--- config.mk ---
export PLATFORM = sky130hd
export DESIGN_NAME = timer_6502
export DESIGN_NICKNAME = d
export VERILOG_FILES = /design/src/rtl/timer_6502.sv
export SDC_FILE = /design/constraint.sdc
export NUM_CORES = 1
export LEC_CHECK = 0
export ABC_AREA = 1
export BUFFER_PORTS_ARGS = -buffer_cell sky130_fd_sc_hd__buf_2
export CORE_ASPECT_RATIO = 0.7
export CORE_MARGIN = 1
export CORE_UTILIZATION = 30
export DETAILED_ROUTE_END_ITERATION = 10
export GPL_TIMING_DRIVEN = 1
export HOLD_SLACK_MARGIN = 0.02
export PLACE_DENSITY_LB_ADDON = 0.3
export SLEW_MARGIN = 30
export SYNTH_ARGS = -nofsm -noshare
export SYNTH_HDL_FRONTEND = slang
export SYNTH_SLANG_ARGS = --single-unit
--- constraint.sdc ---
create_clock -name clk -period 1.4 [get_ports clk]
set_input_delay 0.28 -clock clk [delete_from_list [all_inputs] [get_ports clk]]
set_output_delay 0.28 -clock clk [all_outputs]
set_load 0.01 [all_outputs]
--- src/rtl/timer_6502.sv ---
// timer_6502: memory-mapped 16-bit programmable interval timer for the 6502 SoC.
// A prescaler divides clk by PRESCALE into timer ticks. Each tick decrements
// COUNT. A tick that finds COUNT at zero is a timeout: it reloads COUNT and
// sets TF. The level IRQ is IE & TF, and read data is registered.
//
// Register map (rs):
//   0 CTRL   R/W  bit0 EN, bit1 IE, bit2 ONESHOT
//   1 STATUS R    bit0 TF, bit1 EN ; W din[0]=1 clears TF
//   2 COUNT  W    stage RELOAD_LO ; R live COUNT[7:0], latches COUNT[15:8]
//   3 COUNT  W    RELOAD_HI + load COUNT ; R latched high byte (SNAP_HI)
module timer_6502 #(
  parameter int PRESCALE = 16,
  parameter int PSC_W    = 8
) (
  input  logic       clk,
  input  logic       reset,
  input  logic       cs,
  input  logic       we,
  input  logic [1:0] rs,
  input  logic [7:0] din,
  output logic [7:0] dout,
  output logic       irq
);

  localparam logic [1:0]       RS_CTRL   = 2'd0;
  localparam logic [1:0]       RS_STATUS = 2'd1;
  localparam logic [1:0]       RS_LO     = 2'd2;
  localparam logic [1:0]       RS_HI     = 2'd3;
  localparam logic [PSC_W-1:0] PSC_LAST  = PSC_W'(PRESCALE - 1);

  logic             ctrl_en;
  logic             ctrl_ie;
  logic             ctrl_oneshot;
  logic             tf;
  logic [7:0]       reload_lo;
  logic [7:0]       reload_hi;
  logic [7:0]       snap_hi;
  logic [15:0]      count;
  logic [PSC_W-1:0] psc;

  logic             bus_wr;
  logic             bus_rd;
  logic             wr_ctrl;
  logic             wr_status;
  logic             wr_lo;
  logic             wr_hi;
  logic             tick;
  logic             timeout;
  logic [15:0]      reload;
  logic [7:0]       rd_data;

  // Bus decode and tick/timeout qualification
  always_comb begin
    bus_wr    = cs & we;
    bus_rd    = cs & ~we;
    wr_ctrl   = bus_wr & (rs == RS_CTRL);
    wr_status = bus_wr & (rs == RS_STATUS);
    wr_lo     = bus_wr & (rs == RS_LO);
    wr_hi     = bus_wr & (rs == RS_HI);
    reload    = {reload_hi, reload_lo};
    tick      = ctrl_en & (psc == PSC_LAST);
    // A counter load on the same edge as a tick swallows the tick entirely.
    timeout   = tick & ~wr_hi & (count == 16'd0);
  end

  // Control register; a CTRL write overrides a one-shot auto-disable
  always_ff @(posedge clk or negedge reset) begin
    if (!reset) begin
      ctrl_en      <= 1'b0;
      ctrl_ie      <= 1'b0;
      ctrl_oneshot <= 1'b0;
    end else if (wr_ctrl) begin
      ctrl_en      <= din[0];
      ctrl_ie      <= din[1];
      ctrl_oneshot <= din[2];
    end else if (timeout && ctrl_oneshot) begin
      ctrl_en      <= 1'b0;
    end
  end

  // Timeout flag; a timeout beats a simultaneous software clear
  always_ff @(posedge clk or negedge reset) begin
    if (!reset) begin
      tf <= 1'b0;
    end else if (timeout) begin
      tf <= 1'b1;
    end else if (wr_status && din[0]) begin
      tf <= 1'b0;
    end
  end

  // Reload value, written low byte first then high byte
  always_ff @(posedge clk or negedge reset) begin
    if (!reset) begin
      reload_lo <= 8'h00;
      reload_hi <= 8'h00;
    end else begin
      if (wr_lo) reload_lo <= din;
      if (wr_hi) reload_hi <= din;
    end
  end

  // Prescaler: held at zero while disabled, restarted by a counter load
  always_ff @(posedge clk or negedge reset) begin
    if (!reset) begin
      psc <= '0;
    end else if (!ctrl_en || wr_hi) begin
      psc <= '0;
    end else if (psc == PSC_LAST) begin
      psc <= '0;
    end else begin
      psc <= psc + PSC_W'(1);
    end
  end

  // Main down-counter: load from bus, otherwise decrement/reload on tick
  always_ff @(posedge clk or negedge reset) begin
    if (!reset) begin
      count <= 16'h0000;
    end else if (wr_hi) begin
      count <= {din, reload_lo};
    end else if (tick) begin
      if (count == 16'd0) count <= reload;
      else                count <= count - 16'd1;
    end
  end

  // Read mux for the registered data path
  always_comb begin
    rd_data = 8'h00;
    case (rs)
      RS_CTRL:   rd_data = {5'b0, ctrl_oneshot, ctrl_ie, ctrl_en};
      RS_STATUS: rd_data = {6'b0, ctrl_en, tf};
      RS_LO:     rd_data = count[7:0];
      RS_HI:     rd_data = snap_hi;
      default:   rd_data = 8'h00;
    endcase
  end

  // Registered read data; reading the low byte freezes the high byte
  // so a two-access 16-bit read is coherent while the counter runs.
  always_ff @(posedge clk or negedge reset) begin
    if (!reset) begin
      dout    <= 8'h00;
      snap_hi <= 8'h00;
    end else if (bus_rd) begin
      dout <= rd_data;
      if (rs == RS_LO) snap_hi <= count[15:8];
    end
  end

  assign irq = ctrl_ie & tf;

endmodule

==> results of run 1 <==
[sequential cells by signal, indices dropped and copies added (netlist names)]
| register | cells |
|---|---|
| snap_hi | 8 |
| tf | 1 |
| ctrl_oneshot | 1 |
| ctrl_ie | 1 |
| psc | 8 |
| dout | 8 |
| count | 16 |
| reload_lo | 8 |
| ctrl_en | 1 |
| reload_hi | 8 |
[Yosys cell counts (all sizes together)]
library cell / instances / area, um2
nand2: 131 / 507
nor2: 62 / 273
dfrtp: 60 / 1500
inv: 52 / 198
nand3: 42 / 228
o21ai: 35 / 179
a21oi: 9 / 45.0
buf: 7 / 62.6
o211ai: 5 / 37.5
clkbuf: 3 / 11.3
ha: 3 / 37.5
nor3b: 3 / 22.5
xnor2: 3 / 26.3
a31oi: 2 / 12.5
nand4: 2 / 12.5
o2111ai: 2 / 17.5
xor2: 2 / 17.5
nor4: 1 / 6.26
o22ai: 1 / 6.26
[final timing paths]
path / endpoint / slack, ns / startpoint
max in group asynchronous: count[2] / 0.49 / reset
worst min-delay path: reload_hi[4] / 0.21 / din[4]
worst min register to register: dout[0] / 0.48 / dout[0]
worst max register to register: count[0] / -0.13 / count[1]
min in group asynchronous: count[15] / 0.38 / reset
worst max-delay path: count[0] / -0.13 / count[1]
[cell families (layout without fill, tap and decap cells)]
kind of cell    count (synthesis)  in the layout  synth area share
flops                          60             60             0.469
simple gates                  241            244             0.328
fa+ha+maj                       3              3            0.0117
compound gates                 54             54            0.0930
buf+inv                        62            165            0.0848
xor+xnor                        5              5            0.0137
[cell type report]
cell class,count,share of cell area
Clock buffer,11,0.0539
Clock inverter,4,0.00534
Inverter,52,0.0438
Multi-Input combinational cell,306,0.379
Sequential cell,60,0.321
Tap cell,132,0.0352
Timing Repair Buffer,98,0.162
[repair_timing]
item / CTS / global route
cloned: 1 / 3
hold buffers: 1 / 0
resized for setup: 47 / 56
setup endpoints to repair: 19 / 23
pin swaps: 14 / 20
hold endpoints to repair: 11 / 0
setup buffers: 4 / 7
[power by group through the flow]
stage | Clock [uW] | Sequential, uW | Combinational (uW)
after detailed placement | 0 | 2360 | 1960
after floorplan | 0 | 2410 | 928
after global routing | 2170 | 2390 | 2660
after global placement | 0 | 2350 | 1940
after CTS | 2100 | 2340 | 2180
final | 2050 | 2350 | 2430
[per-stage QoR]
step / utilization / hold slack, ns / setup slack (ns) / power [uW] / TNS (ns)
3_3_place_gp: 0.378 / 0.206 / -0.151 / 4290 / -1.42
6_report: 0.452 / 0.214 / -0.132 / 6830 / -1.26
3_5_place_dp: 0.378 / 0.211 / -0.170 / 4320 / -1.95
2_1_floorplan: - / -0.0156 / -0.0138 / 3340 / -0.0409
5_1_grt: 0.452 / 0.247 / -0.200 / 7230 / -2.68
4_1_cts: 0.424 / 0.211 / -0.0553 / 6620 / -0.309
[worst min-delay path: cells and delay by family]
family                 cells  cell delay [ns]
buffers and inverters      1             0.09
AOI/OAI and AO/OA          1             0.07
and+or+nand+nor            1             0.06
[per-layer routing]
| layer | track usage | up-vias | part of all wire |
|---|---|---|---|
| li1 | - | 1560 | - |
| met3 | 0.0429 | 9 | 0.057 |
| met5 | 0 | - | 0 |
| met1 | 0.275 | 1451 | 0.53 |
| met4 | 0.0676 | 0 | 0.011 |
| met2 | 0.246 | 86 | 0.40 |
==> flow_results.org, run 1 <==
** Power
- Clock share of power :: 0.300
- IR analysis of the VDD net gives a maximum drop of 0.787 mV.
- Static leakage :: 0.00234 uW
- Flop pwr share :: 0.344
- Total net switching power :: 2320 uW
- Of the total power, the share spent switching nets is 0.340.
- The share of total power dissipated in combinational logic is 0.355.
- Cell internal power was estimated by the tool at 4500 uW.
- For this design the ratio of total power to cell area is 1460 mW/mm2.

** CTS
- Clock tree buffer depth :: 2
- For this design, the sink count on the clock tree is 60.
- CTS Buf Count :: 9
- CTS built an H-tree with a depth of 3.
- The tree is rooted in a sky130_fd_sc_hd__clkbuf_16.
- Post-CTS clock slew at the launch and capture registers of the worst setup and hold paths :: 0.05 ns
- The later pin in the worst-skew pair is clocked with a latency of 0.34 ns.
- CTS tree :: built

** Floorplanning
- Core Region :: 0.0104 mm2
- For this configuration, the core starts out at a cell density of 0.309.
- The die covers 0.0111 mm2.
- Floorplan row count :: 31
- The die is 88.4 um tall.
- Measured along the x axis, the die boundary spans 125 um.
- In this run the count of I/O pins placed on the die edge is 23.

** STA
- Dividing the final minimum period by the clock period gives 1.09.
- At the pin with the least slew margin, the transition time is 0.457 ns.
- Min cycle time layout :: 1.53 ns
- Final hold violation count :: 0
- On the final layout, the worst clock skew is 0.00886 ns.
- The max-slew violation count was 0.
- After layout, the worst setup slack is -0.132 ns.
- Setup repair after global routing could not meet its margin everywhere.
- Worst slew margin relative to its limit :: 0.695
- Setup violations remaining at the end of the flow were counted as 17.
- Based on the critical path, the design can be clocked at up to 653 MHz.

** Run status
- The final reports fail on setup timing.
- The run finished, with violations left.

** Critical path
- The worst setup path is captured at a flop.
- Required time of the critical path :: 1.67 ns
- Crit path max-delay cell type :: sky130_fd_sc_hd__dfrtp_1
- Category of the worst setup path launch point :: flop
- Measured in cells, the most critical reg-to-reg path has a length of 12.
- CP top delay family :: simple AND/OR/NAND/NOR gates
- CP Data Arrival Time :: 1.80 ns
- Ordered list of cells on the worst path :: inv_2 > ha_4 > nand2_4 > nor2_4 > nand3_4 > buf_4 > nand2_8 > buf_6 > nand2_2 > o21ai_2 > nand2_1 > nand2_1
- In this design, the stage delay of the slowest critical-path cell is 0.40 ns.
- Critical setup path kind :: flop to flop
- Counting both buffers and inverters, the worst setup path holds a total of 3.
- The critical path runs through a total of 12 cells.
- The cell that appears most often on the critical path is sky130_fd_sc_hd__nand2_1.
- Along the worst path, the maximum fanout reaches 5.

** Placement
- Detailed placement finished with a half-perimeter wire length of 6.81 mm.
- Placed Area :: 0.00392 mm2
- Number of port buffers :: 22
- Routability congestion estimate :: 0.880
- Including well taps, the total number of placed cells is 632.

** Yosys
- Mapped cell area :: 0.00320 mm2
- In this run, distinct cell masters in the synthesized netlist total 32.
- Synth warnings :: 0
- The cell count after synthesis came out at 425.
- Synthesis produced a netlist with a net count of 442.
- Sequential element share of the synthesized area :: 0.469
- Avg Cell Area, Syn :: 7.53 um2
- Synthesis inferred 60 register bits.

** Cells and area
- Synthesis-to-finish area growth :: 46.4%
- For this run, the post-layout net count is 544.
- Commonest non-fill, non-tap cell in the layout :: sky130_fd_sc_hd__nand2_1
- Area of combinational cells with multiple inputs :: 0.00177 mm2
- Register Area :: 0.00150 mm2
- The repair_antennas step left the layout with diodes totalling 0.
- Commonest non-fill, non-tap cells in the layout :: sky130_fd_sc_hd__nand2_1, sky130_fd_sc_hd__buf_4, sky130_fd_sc_hd__dfrtp_1, sky130_fd_sc_hd__inv_1, sky130_fd_sc_hd__nor2_1
- Fill cells in the final layout number 1022.
- Final cell count without fillers :: 663
- Fraction of final layout cells sized beyond drive strength 1 :: 0.367
- Final design area excluding fillers :: 0.00469 mm2

** Global route
- Entering global routing, the biggest net connects 38 pins.
- Across every metal layer, demand over resource in global routing totals 0.181.
- Number of antenna violations at the first check in global routing :: 0
- Vias in the first global route :: 2900
- GRT Residual Overflow :: 0
- Global-route wire length before repair :: 15.1 mm

** Hold path
- Hold crit path type :: primary input to flop
- Along the worst hold path, the cell count comes to 3.

** Routing
- In the final routed layout, each cell accounts on average for 14.5 um.
- Via count of the routed design :: 3106
- Routed via count divided by cell count :: 4.68
- Pre-antenna DRT Iters :: 5
- The count of nets left with antenna violations once routing finished came out at 0.
- Drc violations :: 0
- DRT Wirelength :: 9.60 mm
- The detailed router finished its first iteration with 219 violations.

** Flow run
- Total of max-cap violations :: 0
Note: power is estimated with default switching activity, not from simulation.
==> inputs of run 2 (changes only) <==
BUFFER_PORTS_ARGS = -buffer_cell sky130_fd_sc_hd__clkbuf_2   (was -buffer_cell sky130_fd_sc_hd__buf_2)
==> run 2 against run 1 <==
Against the previous run:
- the flow still finishes with violations (setup timing)
- largest power group is now sequential cells
- fmax grew 5.8%
- register-to-register slack gained 0.08 ns
- design area fell by 4.6%
- worst hold slack improved by 0.010 ns
- non-clock buffer count decreased by 12
- cell count decreased by 2.3%
- combinational power down 7%
==> flow_results.org, run 2 (synthesis results as in run 1) <==
** CTS
- The clock passes through at most 2 buffers.
- The H-tree generated during clock tree synthesis spans 3 levels.
- Post-CTS clock slew at the launch and capture registers of the worst setup and hold paths :: 0.05 ns
- The later pin in the worst-skew pair is clocked with a latency of 0.33 ns.
- Clock tree synthesis inserted a total of 9 buffers.
- The cell sitting at the root of the clock tree is a sky130_fd_sc_hd__clkbuf_16.
- CTS tree :: built
- The clock net in this run drives a total of 60 sinks.

** Floorplanning
- I/O Pins :: 23
- The floorplan step defined a die boundary enclosing 0.0111 mm2.
- Vertical extent of the die :: 88.4 um
- For this configuration, the core starts out at a cell density of 0.309.
- After floorplanning, the core was divided into 31 placement rows.
- Die extent in x :: 125 um
- Core Region :: 0.0104 mm2

** STA
- Timing would allow up to 691 MHz.
- Worst hold slack after final layout :: 0.224 ns
- Worst slew margin relative to its limit :: 0.782
- Final hold violation count :: 0
- Least-Margin Pin Slew :: 0.327 ns
- Worst clock skew on the final layout :: 0.00521 ns
- Max-slew violation total from the final report :: 0
- In the post-route analysis, the smallest setup slack over all paths is -0.0482 ns.
- For the finished layout, the period the worst path requires is 1.45 ns.
- Final period utilization :: 1.03
- Setup violations remaining at the end of the flow were counted as 13.
- Aggregate negative setup slack :: -0.175 ns
- Setup repair after global routing missed its margin :: true

** Placement
- Number of port buffers :: 22
- Sum of net half-perimeters after detailed placement :: 6.56 mm
- The congestion estimate from routability-driven global placement came to 0.923.

** Routing
- Number of design-rule violations left by the first detailed-router iteration :: 241
- DRT Wirelength :: 8.81 mm
- Routed via count divided by cell count :: 4.70
- For this run, design rule violations remaining after detail routing come to 0.
- Drt wl/cell :: 13.6 um
- Pre-antenna DRT Iters :: 5
- Via count of the routed design :: 3047
- The detail route stage leaves a number of antenna-violating nets equal to 0.

** Cells and area
- Leaving out fill and tap cells, the most frequent cell in the layout is sky130_fd_sc_hd__nand2_1.
- Diode count :: 0
- Final #Nets :: 529
- Synthesis-to-finish area growth :: 39.6%
- Leaving out fill and tap cells, the most frequent cells in the layout are sky130_fd_sc_hd__nand2_1, sky130_fd_sc_hd__dfrtp_1, sky130_fd_sc_hd__buf_4, sky130_fd_sc_hd__inv_1, sky130_fd_sc_hd__nor2_1.
- Register bank with the most flops :: count
- Max reg flops :: 16
- In the final layout, the share of cells above drive strength 1 is 0.326.

** Critical path
- The worst setup path is launched from a flop.
- Of all nets on the critical path, the largest fanout is 6.
- Critical setup path kind :: flop to flop
- Data arrives at the worst endpoint at 1.71 ns.
- The worst register-to-register path has a setup slack of -0.05 ns.
- Kind of capture point of the worst setup path :: flop
- Required time of the critical path :: 1.66 ns

** Power
- IR drop worst, VDD :: 0.725 mV
- After layout, the design draws a total of 6820 uW.
- Power density over cell area :: 1530 mW/mm2
- Static leakage :: 0.00222 uW
- The share of total power dissipated in sequential elements is 0.351.
- Clock share of power :: 0.318
- For this design the total switching power over the nets is 2260 uW.
- Fraction of power spent switching nets :: 0.331
- Internal :: 4560 uW
- Combinational share of power :: 0.331

** Global route
- Pin count of the biggest net entering global routing :: 61
- The total overflow left after global routing is 0.
- The number of global-route vias before repair came to 2815.
- The initial antenna violation count came to 0.
- Overall fraction of global-route tracks in use :: 0.178
- The first global-routing pass estimated 14.8 mm of wire.

** Hold path
- Hold crit path type :: primary input to flop

** Run status
- Failing checks :: setup timing
- Status :: finished, violations left

** Flow run
- Total of max-cap violations :: 0
==> run 2: cell count changes in the layout (fill, tap and decap cells not counted), moves of 4 or more <==
cell and delta:
sky130_fd_sc_hd__clkbuf_2 +22, sky130_fd_sc_hd__buf_2 -22, sky130_fd_sc_hd__nand2_4 -6, sky130_fd_sc_hd__nand2_1 +6, sky130_fd_sc_hd__nand3_1 +10, sky130_fd_sc_hd__nand3_2 -9, sky130_fd_sc_hd__buf_4 -9, sky130_fd_sc_hd__nor2_4 +4
==> run 2: worst paths after layout <==
path                          start            to  cells past startpoint
hold / removal               din[3]  reload_lo[3]                      3
min in group asynchronous     reset  reload_lo[3]                      3
setup / recovery           count[4]     count[11]                      8
setup reg to reg           count[4]     count[11]                      8
max in group asynchronous     reset      count[3]                      3
hold reg to reg             dout[0]       dout[0]                      2
==> run 2: repair_timing <==
action                                 4_1_cts  5_1_grt
gates resized for setup                     34       46
endpoints found under the hold margin       60        0
setup buffers                                5        1
setup endpoints to repair                   18       24
pin swaps                                   16       20
hold buffers                                 1        0
==> run 2: worst max-delay path, stage by stage (launching register included) <==
cell	delay [ns]
sky130_fd_sc_hd__dfrtp_1	0.41
sky130_fd_sc_hd__nor2_4	0.16
sky130_fd_sc_hd__nand2_4	0.10
sky130_fd_sc_hd__nor2_4	0.13
sky130_fd_sc_hd__nand3_4	0.11
sky130_fd_sc_hd__buf_6	0.17
sky130_fd_sc_hd__nand3_2	0.12
sky130_fd_sc_hd__nand2_2	0.07
sky130_fd_sc_hd__a21oi_2	0.11
==> run 2: area by class of cell <==
type | count | area, um2
fillers | 1052 | 5890
well taps | 132 | 165
inverters | 52 | 200
clock inverters | 5 | 52.6
multi-input cells | 303 | 1650
clock buffers | 10 | 239
repair buffers | 86 | 659
flip-flops and latches | 60 | 1500
==> run 2: per-layer routing <==
metal	wire length (um)	track usage
met1	4960	0.273
met2	3140	0.235
met3	609	0.0441
met4	102	0.0632
met5	0	0
==> run 2: power by group through the flow <==
stage / Sequential, uW / Clock (uW) / Combinational (uW)
after floorplan: 2410 / 0 / 928
after global placement: 2360 / 0 / 1900
after detailed placement: 2380 / 0 / 1910
after CTS: 2360 / 2230 / 2070
after global routing: 2450 / 2300 / 2470
final: 2400 / 2170 / 2250
==> run 2: per-stage QoR <==
step | cell area, um2 | setup slack [ns] | cells | utilization
6_report | 4470 | -0.0482 | 648 | 0.431
5_1_grt | 4470 | -0.117 | 648 | 0.431
4_1_cts | 4310 | -0.0487 | 647 | 0.416
3_5_place_dp | 3870 | -0.180 | 626 | 0.374
3_3_place_gp | 3870 | -0.143 | 626 | 0.374
2_1_floorplan | 3220 | -0.0138 | 425 | -
